## config.mk

```make
export PLATFORM = sky130hd
export DESIGN_NAME = pc_update
export DESIGN_NICKNAME = d
export VERILOG_FILES = /design/src/rtl/npc_pkg.sv /design/src/rtl/pc_next_calc.sv /design/src/rtl/pc_update.sv
export SDC_FILE = /design/constraint.sdc
export NUM_CORES = 1
export LEC_CHECK = 0
export ABC_AREA = 1
export BUFFER_PORTS_ARGS = -buffer_cell sky130_fd_sc_hd__buf_2
export CORE_MARGIN = 5
export CORE_UTILIZATION = 35
export CTS_CLUSTER_SIZE = 12
export DETAILED_ROUTE_END_ITERATION = 10
export PLACE_DENSITY = 0.6
export SLEW_MARGIN = 20
export SYNTH_ARGS = -nofsm -noshare
export SYNTH_HDL_FRONTEND = slang
export SYNTH_SLANG_ARGS = --single-unit
```

## constraint.sdc

```tcl
create_clock -name clk -period 6.2 [get_ports clk]
set_input_delay 0.62 -clock clk [delete_from_list [all_inputs] [get_ports clk]]
set_output_delay 0.62 -clock clk [all_outputs]
set_load 0.005 [all_outputs]
```

## src/rtl/npc_pkg.sv

```systemverilog
// rtl/npc_pkg.sv - shared NPC core encodings, FSM states and reset PC default
package npc_pkg;

    localparam logic [1:0] PC_PLUS4  = 2'b00;
    localparam logic [1:0] PC_IMM    = 2'b01;
    localparam logic [1:0] PC_ALU    = 2'b10;
    localparam logic [1:0] PC_BRANCH = 2'b11;

    localparam logic [31:0] RESET_PC_DEFAULT = 32'h8000_0000;

    typedef enum logic [1:0] {
        ST_IDLE  = 2'b00,
        ST_FETCH = 2'b01,
        ST_EXEC  = 2'b10,
        ST_HALT  = 2'b11
    } pc_state_t;

endpackage

```

## src/rtl/pc_next_calc.sv

```systemverilog
// rtl/pc_next_calc.sv - combinational next-PC selection and alignment check
module pc_next_calc
    import npc_pkg::*;
#(
    parameter int XLEN = 32
) (
    input  logic [XLEN-1:0] pc,
    input  logic [1:0]      PC_src,
    input  logic [XLEN-1:0] imm,
    input  logic [XLEN-1:0] alu_result,
    input  logic            branch_taken,
    output logic [XLEN-1:0] next_pc,
    output logic            misaligned
);

    logic [XLEN-1:0] seq_target;
    logic [XLEN-1:0] rel_target;
    logic [XLEN-1:0] alu_target;

    // JALR clears bit 0 of the ALU sum; bit 1 may still be set and is caught below
    assign seq_target = pc + XLEN'(4);
    assign rel_target = pc + imm;
    assign alu_target = alu_result & ~XLEN'(1);

    // Select the target; a not-taken branch falls through to pc+4
    always_comb begin
        next_pc = seq_target;
        case (PC_src)
            PC_PLUS4:  next_pc = seq_target;
            PC_IMM:    next_pc = rel_target;
            PC_ALU:    next_pc = alu_target;
            PC_BRANCH: next_pc = branch_taken ? rel_target : seq_target;
            default:   next_pc = seq_target;
        endcase
    end

    assign misaligned = |next_pc[1:0];

endmodule

```

## src/rtl/pc_update.sv

```systemverilog
// rtl/pc_update.sv - architectural PC register, fetch handshake FSM and retire counter
module pc_update
    import npc_pkg::*;
#(
    parameter int              XLEN     = 32,
    parameter logic [XLEN-1:0] RESET_PC = XLEN'(RESET_PC_DEFAULT)
) (
    input  logic            clk,
    input  logic            rst_n,
    input  logic [1:0]      PC_src,
    input  logic [XLEN-1:0] imm,
    input  logic [XLEN-1:0] alu_result,
    input  logic            branch_taken,
    input  logic            commit_valid,
    output logic            ifu_req_valid,
    input  logic            ifu_req_ready,
    output logic [XLEN-1:0] ifu_req_addr,
    output logic [XLEN-1:0] pc,
    output logic [XLEN-1:0] pc_plus4,
    output logic [63:0]     instret,
    output logic            misalign_err,
    output logic            halted
);

    pc_state_t       state;
    pc_state_t       state_next;
    logic [XLEN-1:0] next_pc;
    logic            target_misaligned;
    logic            do_retire;
    logic            do_trap;

    pc_next_calc #(.XLEN(XLEN)) u_next (
        .pc           (pc),
        .PC_src       (PC_src),
        .imm          (imm),
        .alu_result   (alu_result),
        .branch_taken (branch_taken),
        .next_pc      (next_pc),
        .misaligned   (target_misaligned)
    );

    // State register, PC, retire counter and sticky error; reset aborts any pending fetch
    always_ff @(posedge clk or negedge rst_n) begin
        if (!rst_n) begin
            state        <= ST_IDLE;
            pc           <= RESET_PC;
            instret      <= 64'd0;
            misalign_err <= 1'b0;
        end else begin
            state <= state_next;
            if (do_retire) begin
                pc      <= next_pc;
                instret <= instret + 64'd1;
            end
            if (do_trap) begin
                misalign_err <= 1'b1;
            end
        end
    end

    // Next-state and commit decisions; decoder inputs only matter in EXEC with commit
    always_comb begin
        state_next = state;
        do_retire  = 1'b0;
        do_trap    = 1'b0;
        case (state)
            ST_IDLE:  state_next = ST_FETCH;
            ST_FETCH: if (ifu_req_ready) state_next = ST_EXEC;
            ST_EXEC: begin
                if (commit_valid) begin
                    if (target_misaligned) begin
                        do_trap    = 1'b1;
                        state_next = ST_HALT;
                    end else begin
                        do_retire  = 1'b1;
                        state_next = ST_FETCH;
                    end
                end
            end
            ST_HALT:  state_next = ST_HALT;
            default:  state_next = ST_IDLE;
        endcase
    end

    // Request outputs decode straight from the state flops, never from ready
    assign ifu_req_valid = (state == ST_FETCH);
    assign ifu_req_addr  = pc;
    assign halted        = (state == ST_HALT);
    assign pc_plus4      = pc + XLEN'(4);

endmodule
```

Yosys cells after proc, flatten, opt, wreduce, memory -nomap -nowiden
Cells that the tools add are included.
{"block": "word_totals", "ff_bits": 99, "latchBits": 0, "ramBits": 0, "mem_bits_ro": 0, "in_bits": 71, "output_inout_bits": 163, "elab_cells": 31, "mem_count": 0}
{"block": "classes", "n_addsub": 3, "multipliers": 0, "n_div": 0, "magnitude_cmp": 0, "eq_ne": 8, "shift": 0, "n_mux": 12, "n_bitwise": 0, "n_reduce_logical": 4}
{"op": "$pmux W32 S4", "n": 1}
{"op": "$add A64 B1 Y64 const B", "n": 1}
{"op": "$add A32 B3 Y32 const B", "n": 1}
{"op": "$add A32 B32 Y32", "n": 1}
{"op": "$mux W32", "n": 1}
{"op": "$eq A2 B2 Y1 const B", "n": 4}
{"op": "$pmux W2 S4", "n": 1}
{"op": "$mux W1", "n": 6}
{"op": "$mux W2", "n": 3}
{"op": "$eq A2 B1 Y1 const B", "n": 2}
{"op": "$logic_not A2 Y1", "n": 2}
{"op": "$ne A2 B1 Y1 const B", "n": 1}
{"op": "$ne A2 B2 Y1 const B", "n": 1}
{"op": "$reduce_and A2 Y1", "n": 1}
{"op": "$reduce_or A2 Y1", "n": 1}

Logic depth before layout (Yosys ltp)
Gate-level depths: netlist of the first run.
{"block": "logic_depth", "depth_word": 7, "mapped_depth": 16, "mapped_depth_nobuf": 16}

Hierarchy
Synthesis of the first run repeated with hierarchy kept, for this count alone.
{"block": "hier_totals", "hier_cells": 1632, "hier_area_um2": 10024.6}
{"mod": "pc_update", "n_inst": 1, "cells_each": 817, "area_each_um2": 6147.1, "seq_area_each_um2": 2478.6}
{"mod": "pc_next_calc", "n_inst": 1, "cells_each": 815, "area_each_um2": 3877.5, "seq_area_each_um2": 0.0}

Least setup slack after synthesis of the first run
No wires, ideal clock.
{"block": "synth_timing", "path_type": "input to register", "startpoint": "input port imm[0]", "endpoint": "register instret[19]", "setup_time_ns": 0.122, "t_arrival_ns": 2.328, "required_time_ns": 6.078, "setup_slack_ns": 3.750, "stages": 11, "path_buffers": 0, "cell_sequence": "ha_1 inv_1 fa_1 o21bai_1 a21boi_2 nand3_2 inv_2 nand4_2 nor2_1 nand2_1 xor2_1"}
{"block": "synth_between", "elab_chain_len": 7}
{"item": "from (decl)", "line": "pc_update.sv:11", "rtl": "input logic [XLEN-1:0] imm,"}
{"item": "$add A32 B32 Y32 *", "line": "pc_next_calc.sv:22", "rtl": "assign rel_target = pc + imm;"}
{"item": "$mux W32", "line": "pc_next_calc.sv:32", "rtl": "PC_BRANCH: next_pc = branch_taken ? rel_target : seq_target;"}
{"item": "$pmux W32 S4 *", "line": "pc_next_calc.sv:28", "rtl": "case (PC_src)"}
{"item": "$reduce_or A2 Y1 *", "line": "pc_next_calc.sv:37", "rtl": "assign misaligned = |next_pc[1:0];"}
{"item": "$mux W1 *", "line": "pc_update.sv:71", "rtl": "if (target_misaligned) begin"}
{"item": "$mux W1 *", "line": "pc_update.sv:70", "rtl": "if (commit_valid) begin"}
{"item": "$mux W1 *", "line": "pc_update.sv:66", "rtl": "case (state)"}
{"item": "to (signal assigned)", "line": "pc_update.sv:53", "rtl": "instret <= instret + 64'd1;"}
{"item": "to (decl)", "line": "pc_update.sv:20", "rtl": "output logic [63:0] instret,"}
Mark *: on every way between the ends. The rest lies on a longest branch, timed or not.
A chain may end at the register's enable or synchronous reset.

Final worst setup path of the first run
{"block": "layout_timing", "startpoint": "register pc[3], in the netlist ifu_req_addr[3]", "endpoint": "output port pc_plus4[18]"}
{"block": "layout_between", "elab_chain_len": 1}
{"item": "from (decl)", "line": "pc_update.sv:18", "rtl": "output logic [XLEN-1:0] pc,"}
{"item": "from (signal assigned)", "line": "pc_update.sv:52", "rtl": "pc <= next_pc;"}
{"item": "$add A32 B3 Y32", "line": "pc_update.sv:89", "rtl": "assign pc_plus4 = pc + XLEN'(4);"}
{"item": "to (decl)", "line": "pc_update.sv:19", "rtl": "output logic [XLEN-1:0] pc_plus4,"}
No other way between the ends.

==> results of run 1 <==
routing by layer:
layer  wire [um]  global-route usage  vias to the layer above  part of all wire
li1            -                   -                     5354                 -
met1       16100               0.308                     4787              0.45
met2       15800               0.363                      390              0.44
met3        2660              0.0454                       55             0.075
met4         943              0.0666                        0             0.027
met5           0                   0                        -                 0
metrics by stage:
stage	instance area [um^2]	hold slack (ns)	worst slack [ns]	total power, mW	util
5_1_grt	11200	0.314	2.20	4.85	0.414
4_1_cts	11200	0.288	2.55	4.42	0.414
6_report	11200	0.261	2.48	4.42	0.414
2_1_floorplan	9620	0.324	3.75	2.85	-
3_5_place_dp	10900	0.461	2.15	3.82	0.403
3_3_place_gp	10900	0.459	2.15	3.80	0.403
critical path, cell delays in order, from the launching register on:
cell	delay, ns
dfrtp_1	0.48
ha_1	0.41
nand3_1	0.25
nor2_1	0.41
nand2_1	0.13
nor2_1	0.36
inv_1	0.14
o21ai_0	0.18
nand2_1	0.10
inv_1	0.14
buf_2	0.14
worst max-delay path by stage:
stage,slack (ns),cells after the start,from,endpoint
floorplan,3.75,11,imm[0],instret[19]
global placement,2.15,12,PC_src[0],instret[57]
detailed placement,2.15,12,PC_src[0],instret[57]
CTS,2.55,12,PC_src[0],instret[57]
global route,2.20,10,ifu_req_addr[2],pc_plus4[18]
finish,2.48,10,ifu_req_addr[3],pc_plus4[18]
registers in the layout (all words and copies together), names as in the netlist:
register      flops
instret          64
ifu_req_addr     32
state             2
misalign_err      1
cell usage after synthesis (2+ instances only):
cell	count
a22oi_1	11
nor2_1	157
inv_2	2
nor3_1	41
nand3b_1	3
a21boi_0	7
a21o_1	2
o21bai_1	4
buf_2	7
o21ai_0	57
xnor2_1	23
buf_4	34
a21oi_1	46
ha_1	33
clkbuf_1	15
nand4_1	29
nand2_1	575
or2_2	7
and3_1	3
nand3_1	101
xor2_1	52
nor3b_1	4
inv_1	274
nor4_1	9
nor2_2	2
dfrtp_1	98
nor3_2	2
cell type report:
class	instances	area [um^2]
clock buffer	10	239
clock inverter	6	57.6
fill	2984	15800
inverter	277	1040
multi-input combinational	1179	5760
sequential	99	2480
tap	341	427
timing repair buffer	236	1190
placed cells by master (no fill, tap or decap), drive strengths merged, types with 2 or more instances in the layout:
cell      instances
nor3b             4
o21bai            4
nand4            30
nand2           575
xnor2            23
nand3           103
a22oi            11
clkinv            3
xor2             52
ha               33
nand3b            3
a21o              2
dfrtp            98
o21ai            58
a21boi            8
clkinvlp          2
and3              3
a21oi            47
or2               7
nor4             10
nor2            159
buf             236
clkbuf           10
inv             278
nor3             44
power by group through the flow:
stage / Clock [mW] / Combinational [mW] / Sequential, mW
5_1_grt: 0.618 / 2.95 / 1.27
3_5_place_dp: 0 / 2.57 / 1.26
4_1_cts: 0.593 / 2.58 / 1.25
2_1_floorplan: 0 / 1.75 / 1.10
6_report: 0.581 / 2.59 / 1.25
3_3_place_gp: 0 / 2.55 / 1.25
kinds of logic (layout without fill, tap and decap cells):
family | count (synthesis) | after routing
AO/OA/AOI/OAI | 131 | 131
XOR/XNOR | 75 | 75
adder cells (fa/ha/maj) | 34 | 34
buffers and inverters | 334 | 529
flip-flops | 99 | 99
AND/OR/NAND/NOR | 939 | 939
==> impl_metrics.toml, run 1 <==
[yosys]
synth_mux_area_frac = 0
synthArstFlopShare = 1.00
ys_types = 41
synth_fa_ha_area_frac = 0.0450
synth.top_cell.area_share = 0.255
syn-num-nets = 1717
synth_area_leaders = "dfrtp_1, nand2_1, inv_1, nor2_1, nand3_1"
postSynthAreaPerCell_um2 = 5.97
synth_top_family_by_area = "simple AND/OR/NAND/NOR gates"
synth_edf_count = 0
seq_area_frac_synth = 0.258
synth_seq_cells = 99
synth_compound_area_frac = 0.0771
synth-xor-area-share = 0.0683
syn_area_um2 = 9620
syn_inst = 1612
synth_warnings = 0
synth_top_cell_by_area = "dfrtp_1"
synthFlopType = "dfrtp_1"
synthSimpleGateAreaFrac = 0.407

[routing]
drc = 0
drt_iter0_markers = 936
via_count = 10586
wl_per_cell_um = 16.5
drt_first_pass_iters = 7
viasPerCell = 4.93
ant_nets = 0
wl_um = 35500

[power_and_ir_drop]
powerDensity_nw_per_um2 = 395
clockPowerShare = 0.132
leakagePower_nw = 6.25
p_int_mw = 2.08
seq_power_share = 0.282
p_comb_frac = 0.586
vdd_drop_max_uv = 193
swShare = 0.530
power_switching_mw = 2.34

[clocking]
cts.sinks = 99
numCtsBuffers = 9
cts_setup_buffers = 0
clk_latency_ns = 0.36
cts.clk_slew.worst_paths_ns = 0.08
cts_tree = "yes"
cts_buffer_depth = 2
cts_resized = 0
holdBufCountCts = 0
htree_levels = 3
cts-root-buf = "clkbuf_16"

[timing]
finalHoldViolCount = 0
fin_setup_tns_ns = 0
fin_skew_ns = 0.0147
tightestPinTransition_ns = 0.914
finalSetupViolCount = 0
slew_headroom = 0.387
fmax_ghz = 0.269
layout_min_cycle_time_ns = 3.72
finalCritPeriodShare = 0.600
maxSlewViolCount = 0
rsz0062_at_grt = "false"

[floorplan]
ioPinCount = 234
fp.dieW_um = 176
core_area_um2 = 27000
dieArea_um2 = 30900
chipHeight_um = 176
start_util = 0.356
row_count = 60

[setup_path]
crit_fanout = 5
r2r_start = "ifu_req_addr[0]"
rrSetupSlack_ns = 2.83
end_kind = "output pin"
crit_arrival_ns = 3.10
r2r_cells = 11
path_class = "register to output pin"
cp-start-kind = "register"
r2r-end = "instret[57]"
cp.required_ns = 5.58

[placement]
hpwl_um = 28900
gp_congestion = 0.958
port_buffers = 232
post-place-cells = 2132

[grt]
grt_use_total = 0.226
antenna_found_initial = 0
globalRouteOverflowTotal = 0
grt_max_degree = 67
grt_pass1_vias = 10008
grt_pass1_wl_um = 54900

[run]
max_cap_violations = 0

[layout]
layout.cells.non_filler = 2148
area_growth_pct = 16.3
drive_gt1_frac = 0.152
fin_nets = 1907
diodes = 0

[min_path]
hold_path_class = "input pin to async pin"

[run_status]
outcome = "finished clean"
(Power assumes the default switching activity.)
==> run 2: changes to the inputs <==
==> constraint.sdc (replaced) <==
create_clock -name clk -period 3.86 [get_ports clk]
set_input_delay 0.386 -clock clk [delete_from_list [all_inputs] [get_ports clk]]
set_output_delay 0.386 -clock clk [all_outputs]
set_load 0.005 [all_outputs]
==> impl_metrics.toml, run 2 (synthesized netlist as in run 1, its figures left out) <==
[routing]
drc = 0
drt_iter0_markers = 963
ant_nets = 0
wl_per_cell_um = 16.7
via_count = 10773
wl_um = 36000
drt_first_pass_iters = 7
viasPerCell = 5.00

[grt]
globalRouteOverflowTotal = 0
grt_pass1_wl_um = 55600
antenna_found_initial = 0
grt_use_total = 0.228
grt_pass1_vias = 9958
grt_max_degree = 60

[timing]
slew_headroom = 0.419
holdWs_ns = 0.0979
fmax_ghz = 0.303
fin_skew_ns = 0.0173
finalHoldViolCount = 0
finalSetupViolCount = 0
layout_min_cycle_time_ns = 3.30
finalCritPeriodShare = 0.854
tightestPinTransition_ns = 0.866
fin_setup_tns_ns = 0
maxSlewViolCount = 0
rsz0062_at_grt = "false"

[power_and_ir_drop]
leakagePower_nw = 6.31
powerDensity_nw_per_um2 = 638
swShare = 0.526
vdd_drop_max_uv = 286
p_int_mw = 3.41
seq_power_share = 0.277
power_switching_mw = 3.79
p_comb_frac = 0.586
clockPowerShare = 0.137

[setup_path]
r2r-end = "ifu_req_addr[15]"
r2r_start = "ifu_req_addr[0]"
rrSetupSlack_ns = 0.81
crit_fanout = 5
path_class = "register to output pin"
end_kind = "output pin"
cp.required_ns = 3.47
r2r_cells = 11
crit_arrival_ns = 2.91
cp-start-kind = "register"

[layout]
top_register = "instret"
fin_nets = 1915
mostFrequentLayoutCell = "nand2_1"
diodes = 0
layout.cells.non_filler = 2156
final_cell_mix = "nand2_1, inv_1, buf_2, nor2_1, nand3_1"
nFillCells = 2994
fin_util = 0.417
drive_gt1_frac = 0.155
area_growth_pct = 17.2
largest_register_ff_count = 64

[floorplan]
start_util = 0.356
fp.dieW_um = 176
dieArea_um2 = 30900
row_count = 60
core_area_um2 = 27000
ioPinCount = 234
chipHeight_um = 176

[clocking]
cts_tree = "yes"
holdBufCountCts = 0
clk_latency_ns = 0.36
cts_resized = 0
cts.clk_slew.worst_paths_ns = 0.08
htree_levels = 3
cts_setup_buffers = 0
numCtsBuffers = 9
cts_buffer_depth = 2
cts-root-buf = "clkbuf_16"
cts.sinks = 99

[run]
max_cap_violations = 0

[min_path]
hold_path_class = "input pin to async pin"

[run_status]
outcome = "finished clean"

[placement]
port_buffers = 232
post-place-cells = 2140
hpwl_um = 29600
gp_congestion = 0.977
run 2: routing by layer:
| metal | global-route usage | vias to the layer above | part of all wire |
|---|---|---|---|
| li1 | - | 5382 | - |
| met1 | 0.313 | 4899 | 0.45 |
| met2 | 0.372 | 458 | 0.45 |
| met3 | 0.0476 | 34 | 0.084 |
| met4 | 0.0517 | 0 | 0.019 |
| met5 | 0 | - | 0 |
run 2: worst max-delay path, stage by stage (launching register included):
cell and delay [ns]:
dfrtp_1 0.50, ha_1 0.20, buf_4 0.16, nand3_1 0.17, nor2_1 0.37, nand2_1 0.13, nor2_1 0.36, inv_1 0.13
o21ai_0 0.17, nand2_1 0.11, inv_1 0.12, buf_2 0.13
run 2: area by class of cell:
type | count | area [um^2] | share of cell area
Sequential cell | 99 | 2480 | 0.220
Clock buffer | 9 | 225 | 0.0200
Inverter | 277 | 1040 | 0.0922
Multi-Input combinational cell | 1179 | 5760 | 0.511
Clock inverter | 7 | 91.3 | 0.00810
Timing Repair Buffer | 244 | 1250 | 0.111
Tap cell | 341 | 427 | 0.0378
run 2: power by group through the flow:
stage	clock network, mW	registers (mW)	logic [mW]
after global routing	1.05	2.04	4.79
final	0.989	1.99	4.22
after CTS	1.02	1.98	4.20
after global placement	0	2.00	4.14
after floorplan	0	1.77	2.81
after detailed placement	0	2.00	4.17
run 2: how the worst max path moves through the flow:
stage	startpoint	to	slack, ns	depth (start not counted)
5_1_grt	ifu_req_addr[3]	pc_plus4[18]	0.29	11
3_5_place_dp	ifu_req_addr[0]	ifu_req_addr[15]	0.79	11
4_1_cts	ifu_req_addr[2]	pc_plus4[18]	0.58	11
3_3_place_gp	ifu_req_addr[0]	instret[49]	0.90	11
6_report	ifu_req_addr[3]	pc_plus4[18]	0.56	11
2_1_floorplan	ifu_req_addr[0]	instret[19]	1.57	11
run 2: through the flow:
stage	power, mW	cell area, um^2	worst slack, ns
after detailed placement	6.17	11000	0.793
after global routing	7.88	11300	0.288
after global placement	6.13	11000	0.903
final	7.20	11300	0.565
after floorplan	4.58	9620	1.57
after CTS	7.20	11300	0.576
